===== config.mk =====
export PLATFORM = sky130hd
export DESIGN_NAME = i2s_tx
export DESIGN_NICKNAME = d
export VERILOG_FILES = /design/src/rtl/theremin_audio_pkg.sv /design/src/rtl/i2s_bclk_gen.sv /design/src/rtl/i2s_tx.sv
export SDC_FILE = /design/constraint.sdc
export NUM_CORES = 1
export LEC_CHECK = 0
export ABC_AREA = 1
export BUFFER_PORTS_ARGS = -buffer_cell sky130_fd_sc_hd__buf_2
export CORE_UTILIZATION = 37
export CTS_CLUSTER_DIAMETER = 50
export DETAILED_ROUTE_END_ITERATION = 12
export GPL_TIMING_DRIVEN = 0
export MAX_ROUTING_LAYER = met4
export PLACE_DENSITY = 0.55
export SLEW_MARGIN = 20
export SYNTH_ARGS = -nofsm -noshare
export SYNTH_HDL_FRONTEND = slang
export SYNTH_SLANG_ARGS = --single-unit

===== constraint.sdc =====
create_clock -name clk -period 2.2 [get_ports clk]
set_input_delay 0.11 -clock clk [delete_from_list [all_inputs] [get_ports clk]]
set_output_delay 0.11 -clock clk [all_outputs]
set_load 0.01 [all_outputs]

===== src/rtl/theremin_audio_pkg.sv =====
// Shared definitions for the theremin audio chain: sample width, I2S
// transmitter state encoding and frame-length helper.
package theremin_audio_pkg;

  localparam int SIG_BITS_DEF = 16;

  typedef enum logic [1:0] {
    IDLE = 2'd0,
    RUN  = 2'd1,
    STOP = 2'd2
  } i2s_state_t;

  // System clocks per stereo frame: two slots of slot_b bit clocks.
  function automatic int frame_clks(input int bclk_div, input int slot_b);
    return 4 * bclk_div * slot_b;
  endfunction

endpackage


===== src/rtl/i2s_bclk_gen.sv =====
// Bit-clock divider for the I2S transmitter: divides clk by 2*BCLK_DIV and
// flags the clk on which bclk is about to rise or fall.
module i2s_bclk_gen #(
  parameter int BCLK_DIV = 8
) (
  input  logic clk,
  input  logic reset_n,
  input  logic run,
  input  logic clr,
  output logic bclk,
  output logic rise,
  output logic fall
);

  localparam int DW = (BCLK_DIV > 1) ? $clog2(BCLK_DIV) : 1;
  localparam logic [DW-1:0] DIV_LAST = DW'(BCLK_DIV - 1);

  logic [DW-1:0] div_cnt;
  logic          wrap;

  // Strobes are valid on the clk whose edge performs the toggle.
  assign wrap = run && !clr && (div_cnt == DIV_LAST);
  assign rise = wrap && !bclk;
  assign fall = wrap && bclk;

  always_ff @(posedge clk or negedge reset_n) begin
    if (!reset_n) begin
      div_cnt <= '0;
      bclk    <= 1'b0;
    end else if (clr || !run) begin
      div_cnt <= '0;
      bclk    <= 1'b0;
    end else if (wrap) begin
      div_cnt <= '0;
      bclk    <= ~bclk;
    end else begin
      div_cnt <= div_cnt + 1'b1;
    end
  end

endmodule


===== src/rtl/i2s_tx.sv =====
// I2S transmitter: sends one mono sample in both slots of every frame,
// generating bclk/lrclk locally; a stop request always completes the frame.
//
// state | meaning
// IDLE  | outputs parked at 0, waiting for enable
// RUN   | streaming frames, new sample latched at every frame start
// STOP  | enable dropped; finishing current frame, then back to IDLE
module i2s_tx
  import theremin_audio_pkg::*;
#(
  parameter int SIG_BITS = SIG_BITS_DEF,
  parameter int BCLK_DIV = 8,
  parameter int SLOT_B   = 32
) (
  input  logic                clk,
  input  logic                reset_n,
  input  logic [SIG_BITS-1:0] in,
  input  logic                enable,
  output logic                sample_stb,
  output logic                bclk,
  output logic                lrclk,
  output logic                sdata,
  output logic                busy
);

  localparam int BW = $clog2(2 * SLOT_B);
  localparam logic [BW-1:0] BIT_LAST = BW'(2 * SLOT_B - 1);
  localparam logic [BW-1:0] SLOT_W   = BW'(SLOT_B);
  localparam logic [BW-1:0] SIG_W    = BW'(SIG_BITS);

  i2s_state_t          state;
  logic [BW-1:0]       bit_cnt;
  logic [BW-1:0]       bit_nxt;
  logic [BW-1:0]       k_nxt;
  logic [SIG_BITS-1:0] hold;
  logic [SIG_BITS-1:0] hold_sh;
  logic                lr_nxt;
  logic                sd_nxt;
  logic                run_entry;
  logic                gen_run;
  logic                bclk_fall;
  logic                bclk_rise_unused;

  assign run_entry = (state == IDLE) && enable;
  assign gen_run   = (state != IDLE);

  i2s_bclk_gen #(
    .BCLK_DIV(BCLK_DIV)
  ) u_bclk_gen (
    .clk    (clk),
    .reset_n(reset_n),
    .run    (gen_run),
    .clr    (run_entry),
    .bclk   (bclk),
    .rise   (bclk_rise_unused),
    .fall   (bclk_fall)
  );

  // Values lrclk/sdata take once bit_cnt advances on this fall event.
  always_comb begin
    bit_nxt = (bit_cnt == BIT_LAST) ? '0 : bit_cnt + 1'b1;
    lr_nxt  = (bit_nxt >= SLOT_W);
    k_nxt   = lr_nxt ? (bit_nxt - SLOT_W) : bit_nxt;
    hold_sh = hold << (k_nxt - 1'b1);
    sd_nxt  = 1'b0;
    if ((k_nxt != '0) && (k_nxt <= SIG_W)) begin
      sd_nxt = hold_sh[SIG_BITS-1];
    end
  end

  always_ff @(posedge clk or negedge reset_n) begin
    if (!reset_n) begin
      state      <= IDLE;
      bit_cnt    <= '0;
      hold       <= '0;
      lrclk      <= 1'b0;
      sdata      <= 1'b0;
      sample_stb <= 1'b0;
      busy       <= 1'b0;
    end else begin
      sample_stb <= 1'b0;
      case (state)
        IDLE: begin
          if (enable) begin
            state      <= RUN;
            busy       <= 1'b1;
            bit_cnt    <= '0;
            lrclk      <= 1'b0;
            sdata      <= 1'b0;
            hold       <= in;
            sample_stb <= 1'b1;
          end
        end
        RUN, STOP: begin
          if ((state == STOP) && !enable && bclk_fall && (bit_cnt == BIT_LAST)) begin
            state   <= IDLE;
            busy    <= 1'b0;
            bit_cnt <= '0;
            lrclk   <= 1'b0;
            sdata   <= 1'b0;
          end else begin
            state <= enable ? RUN : STOP;
            if (bclk_fall) begin
              bit_cnt <= bit_nxt;
              lrclk   <= lr_nxt;
              sdata   <= sd_nxt;
              if (bit_cnt == BIT_LAST) begin
                hold       <= in;
                sample_stb <= 1'b1;
              end
            end
          end
        end
        default: begin
          state <= IDLE;
          busy  <= 1'b0;
        end
      endcase
    end
  end

endmodule


==> results of run 1 <==
==> cells by family after synthesis <==
kind of cell	after synthesis
buffers and inverters	42
AOI/OAI and AO/OA	31
DFF	32
adders and majority gates	6
xor gates and xnor gates	2
and+or+nand+nor	109
==> Yosys cell counts (all sizes together), types with 4 or more instances <==
library cell and n:
inv 38, o21ai 17, nand4 5, nand3 19
a21oi 8, o22ai 4, nor2 24, ha 6
dfrtp 32, buf 4, nand2 61
==> power by group <==
group,switching [W],internal (W),leakage [nW]
clock,0.000215,0.000249,0.0510
combinational,0.00115,0.000665,0.750
sequential,0.000124,0.000832,0.405
total,0.00149,0.00175,1.21
==> state kept, by name (all words and copies together) (netlist names) <==
signal / count
bit_cnt: 6
busy: 1
hold: 16
lrclk: 1
sample_stb: 1
sdata: 1
state: 2
u_bclk_gen.bclk: 1
u_bclk_gen.div_cnt: 3
==> tightest hold or removal path, stage by stage <==
cell and delay (ps):
buf_2 90, inv_1 50, o21ai_2 50
==> how the worst min path moves through the flow <==
stage	from	endpoint	slack [ps]	cells after the start
3_5_place_dp	reset_n	u_bclk_gen.div_cnt[0]	220	1
4_1_cts	in[9]	hold[9]	60	3
2_1_floorplan	reset_n	bit_cnt[0]	-190	0
6_report	in[3]	hold[3]	70	3
3_3_place_gp	reset_n	u_bclk_gen.div_cnt[1]	220	1
5_1_grt	in[9]	hold[9]	60	3
==> metrics by stage <==
step | area (sq um) | utilization | total power [W] | worst slack (ps)
finish | 2173 | 0.4541 | 0.003238 | 314.7
global route | 2173 | 0.4541 | 0.003570 | 119.2
CTS | 2173 | 0.4541 | 0.003287 | 300.0
detailed placement | 2071 | 0.4327 | 0.002810 | 322.3
global placement | 2071 | 0.4327 | 0.002783 | 341.6
floorplan | 1872 | - | 0.002408 | 575.0
==> area by class of cell <==
type,instances,share of cell area
multi-input combinational,148,0.4064
sequential,32,0.3685
inverter,38,0.06563
timing repair buffer,24,0.05757
tap,67,0.03857
clock buffer,6,0.03800
buffer,4,0.02073
clock inverter,2,0.004606
==> timing repair <==
action	in CTS	in global routing
hold buffers	1	0
setup endpoints to repair	0	0
endpoints found under the hold margin	32	0
==> metal layers <==
metal,vias to the layer above,track usage
li1,762,-
met2,22,0.2572
met5,-,-
met3,7,0.04420
met4,0,0.06318
met1,668,0.1993
==> summary.md, run 1 <==
| Metric | Value |
|---|---|
| Status | `complete, no violations` |
| WL met2 | `1.661 mm` |
| Final Slew Violations | `0` |
| Setup repair bufs after CTS | `0` |
| Crit path to | `hold[2]` |
| Final hold vios | `0` |
| Worst R2R Setup Slack | `310 ps` |
| Most common cell after layout, fill and taps aside | `nand2_1` |
| Rows | `25` |
| CTS Root Cell | `clkbuf_8` |
| Initial DRT Pass Iterations | `4` |
| Synth Flop Type | `dfrtp_1` |
| Synth area leader | `dfrtp_1` |
| Min Tclk post-route | `1885 ps` |
| Synth Register Bits | `32` |
| Stages on worst setup path | `11` |
| Die Ht | `73.13 um` |
| Placed cells | `312` |
| Vias in the first global route | `1459` |
| Initial core utilization | `0.3911` |
| RSZ-0062 raised after global routing | `false` |
| Data arrival, critical path | `2060 ps` |
| Slowest cell on crit path | `dfrtp_1` |
| CTS sink count | `32` |
| Worst reg-to-reg path cell count | `11` |
| Share of layout cells above drive strength 1 | `0.2756` |
| CP Data Required Time | `2370 ps` |
| Worst Hold Slack | `66.16 ps` |
| Wl on met1 | `1.717 mm` |
| Post-Route WL | `3.545 mm` |
| Compound-gate portion of the synthesized area | `0.1263` |
| Most frequent CP cell | `nand2_1` |
| Critical Path Source | `state[0]` |
| CP peak stage delay | `360 ps` |
| Fin Setup TNS | `0 ps` |
| CP max FO | `10` |
| Post-route insts no fill | `321` |
| # nets final | `278` |
| Startpoint types | `flip-flop` |
| Clock buffer depth | `2` |
| # setup viols final | `0` |
| Area contributors post-synth | `dfrtp_1, nand2_1, inv_1` |
| Distinct cells, synth | `27` |
| Clock latency on the worst-skew pair | `280 ps` |
| Worst slew pin tran | `714.1 ps` |
| Top cell type's share of synthesized area | `0.4278` |
| Reg2Reg Launch Point | `state[0]` |
| Post-CTS Resized | `0` |
| XOR/XNOR share of the synthesized area | `0.009358` |
| Post-Synth Simple-Gate Area | `0.2961` |
| CTS clk-pin slew, worst paths | `70 ps` |
| Core Area | `4786 sq um` |
| # fillers | `517` |
| Max Clk Rate | `530.4 MHz` |
| Register area | `800.8 sq um` |
| Maximum vdd ir drop | `541.3 uV` |
| Netlist Area Pre-Place | `1872 sq um` |
| Post-synthesis sequential area ratio | `0.4278` |
| GRT Overall Usage | `0.1634` |
| H-tree depth | `2` |
| Min-Delay Path Class | `input port to flip-flop` |
| 1st-iter DRT viols | `78` |
| Clock skew | `8.941 ps` |
| Uppermost layer routed | `met4` |
| CP endpoint kind | `flip-flop` |
| Area occupied by multi-input gates | `883.3 sq um` |
| Largest delay share family, worst path | `simple AND/OR/NAND/NOR gates` |
| GRT overflow | `0` |
| Layout area overhead | `16.11%` |
| Initial antenna violation count | `0` |
| Met3 WL | `102 um` |
| Final period utilization | `0.8569` |
| I/O pin cnt | `24` |
| Highest-count cells in the layout ignoring fill and taps | `nand2_1, inv_1, dfrtp_1, buf_2, nor2_1` |
| Post-Synth Adder-Cell Area | `0.04011` |
| CTS Buf Count | `5` |
| Max Cap Viol | `0` |
| Critical path, cell by cell | `inv_1 > ha_1 > inv_2 > nand3_2 > nand2_1 > o21ai_1 > nor2_4 > nand3_4 > buf_6 > nand2_1 > o21ai_2` |
| Remaining antenna violation count | `0` |
| Hpwl dp | `2.657 mm` |
| Via count | `1459` |
| First-pass GRT wire length | `6.437 mm` |
| FF-to-FF End | `hold[2]` |
| DR DRC count | `0` |
| Leakage power | `1.206 nW` |
| Largest net degree at the start of global routing | `33` |
| Ant. Diodes | `0` |
| P per Cell Area | `1490 nW/um^2` |
| Largest family of logic cells by synthesized area | `simple AND/OR/NAND/NOR gates` |
| PortBufs | `23` |
| Die width | `73.13 um` |
| Crit Path Category | `flip-flop to flip-flop` |
| Syn Area/Cell | `8.432 sq um` |
| Post-synthesis mux area share | `0` |
| Syn. warnings | `0` |
| Post-synth EDFFs | `0` |
| Die area | `5347 sq um` |
| CP Buf/Inv Count | `3` |
| DR WL/cell | `11.04 um` |
| Fraction of registers with async set/reset | `1.000` |
| Via/cell ratio | `4.545` |
| Routability Congestion | `0.7897` |
| Slew headroom | `0.5239` |
| Total nets after synthesis | `247` |
| CTS tree | `done` |
| Mapped Cells | `222` |
(Power assumes the default switching activity.)
==> run 2: changes to the inputs <==
- clock period: 2.2 -> 1.75 ns (I/O delays scaled with it)
==> run 2 against run 1 <==
Clock power up 28%. Largest power group unchanged. Fmax up 11%. Total power up 56%. Utilization up 6.6 points.
==> summary.md, run 2 (synthesized netlist as in run 1, its figures left out) <==
| Metric | Value |
|---|---|
| CTS clk-pin slew, worst paths | `70 ps` |
| Final total power | `0.005060 W` |
| Core Area | `4786 sq um` |
| Clock buffer depth | `2` |
| Rows | `25` |
| Initial antenna violation count | `0` |
| CTS Root Cell | `clkbuf_8` |
| Slew headroom | `0.5204` |
| Slowest cell on crit path | `dfrtp_1` |
| CP max FO | `7` |
| P per Cell Area | `2031 nW/um^2` |
| CP peak stage delay | `420 ps` |
| Remaining antenna violation count | `0` |
| Worst slew pin tran | `719.4 ps` |
| Worst R2R Setup Slack | `50 ps` |
| Startpoint types | `flip-flop` |
| Highest-count cells in the layout ignoring fill and taps | `nand2_1, inv_1, dfrtp_1, buf_2, nor2_1` |
| I/O pin cnt | `24` |
| Clock skew | `7.858 ps` |
| Hpwl dp | `2.657 mm` |
| Via/cell ratio | `4.615` |
| # nets final | `295` |
| Max reg flops | `16` |
| Max Clk Rate | `587.3 MHz` |
| Data arrival, critical path | `1910 ps` |
| Max Cap Viol | `0` |
| Largest Register | `hold` |
| PortBufs | `23` |
| Initial core utilization | `0.3911` |
| Post-Route WL | `3.866 mm` |
| CP endpoint kind | `flip-flop` |
| CTS tree | `done` |
| Leakage power | `1.306 nW` |
| Min-Delay Path Class | `input port to flip-flop` |
| Via count | `1560` |
| Status | `complete, no violations` |
| Min Tclk post-route | `1703 ps` |
| Die Ht | `73.13 um` |
| Top flop regs | `hold (16), bit_cnt (6), u_bclk_gen.div_cnt (3)` |
| # setup viols final | `0` |
| Critical path, cell by cell | `ha_4 > nand2_4 > nor2_8 > nand2_8 > nor2_4 > nand4_4 > nand3_4 > clkbuf_16 > nand2_2 > o21ai_2` |
| 1st-iter DRT viols | `79` |
| Clock latency on the worst-skew pair | `280 ps` |
| Final period utilization | `0.9729` |
| DR WL/cell | `11.44 um` |
| Final Slew Violations | `0` |
| GRT overflow | `0` |
| Largest net degree at the start of global routing | `33` |
| FF-to-FF End | `hold[13]` |
| Reg2Reg Launch Point | `bit_cnt[1]` |
| Worst reg-to-reg path cell count | `10` |
| Die width | `73.13 um` |
| Ant. Diodes | `0` |
| Final hold vios | `0` |
| Vias in the first global route | `1487` |
| Routability Congestion | `0.7897` |
| Maximum vdd ir drop | `756.9 uV` |
| Share of layout cells above drive strength 1 | `0.4022` |
| Crit Path Category | `flip-flop to flip-flop` |
| DR DRC count | `0` |
| CTS Buf Count | `5` |
| Most common cell after layout, fill and taps aside | `nand2_1` |
| GRT Overall Usage | `0.1643` |
| Critical Path Source | `bit_cnt[1]` |
| Worst Hold Slack | `38.99 ps` |
| Layout area overhead | `33.09%` |
| First-pass GRT wire length | `6.499 mm` |
| RSZ-0062 raised after global routing | `true` |
| H-tree depth | `2` |
| CTS sink count | `32` |
| Crit path to | `hold[13]` |
| CP Data Required Time | `1960 ps` |
| # fillers | `465` |
| Initial DRT Pass Iterations | `4` |
| Die area | `5347 sq um` |
run 2: cell type report:
cell class                      instances  area, sq um  share of cell area
Buffer                                  4        66.31             0.02662
Clock buffer                            6        82.58             0.03315
Clock inverter                          2        10.01            0.004018
Inverter                               38        145.1             0.05826
Multi-Input combinational cell        148        998.5              0.4008
Sequential cell                        32        800.8              0.3214
Tap cell                               67        83.83             0.03365
Timing Repair Buffer                   41        304.0              0.1220
run 2: where the power goes:
part / switching [W] / internal [W] / leakage [nW]
logic: 0.00171 / 0.00152 / 0.850
registers: 0.000189 / 0.00105 / 0.405
clock network: 0.000282 / 0.000314 / 0.0510
run 2: worst max-delay path: cells and delay by family, from the launching register on:
family / cells / cell delay, ps
fa+ha+maj: 1 / 190
flops: 1 / 420
buf+inv: 1 / 190
simple gates: 7 / 780
compound gates: 1 / 50
run 2: routing by layer:
metal	part of all wire	routed length, um	vias up	global-route usage
li1	-	-	802	-
met1	0.44	1717	713	0.1984
met2	0.49	1910	34	0.2613
met3	0.039	149	11	0.04420
met4	0.023	89	0	0.06318
met5	0	0	-	-
run 2: timing repair:
item                                    CTS  global route
setup buffers                             4            11
pin swaps                                 2            12
cloned                                    0             2
endpoints found under the hold margin    32             0
hold buffers                              1             0
gates resized for setup                   3            35
endpoints found under the setup margin   24            23
run 2: stage by stage:
| step | cells | TNS, ps | worst slack (ps) | instance area, sq um | utilization |
|---|---|---|---|---|---|
| detailed placement | 312 | -1977 | -127.7 | 2071 | 0.4327 |
| finish | 338 | 0 | 47.39 | 2491 | 0.5205 |
| floorplan | 222 | 0 | 125.0 | 1872 | - |
| CTS | 325 | 0 | 1.652 | 2211 | 0.4620 |
| global route | 338 | -511.4 | -43.70 | 2491 | 0.5205 |
| global placement | 312 | -1780 | -108.4 | 2071 | 0.4327 |
run 2: worst min-delay path by stage:
| stage | start | endpoint | cells after the start |
|---|---|---|---|
| floorplan | reset_n | bit_cnt[0] | 0 |
| global placement | reset_n | u_bclk_gen.div_cnt[1] | 1 |
| detailed placement | reset_n | u_bclk_gen.div_cnt[0] | 1 |
| CTS | in[9] | hold[9] | 3 |
| global route | in[9] | hold[9] | 3 |
| finish | in[9] | hold[9] | 3 |
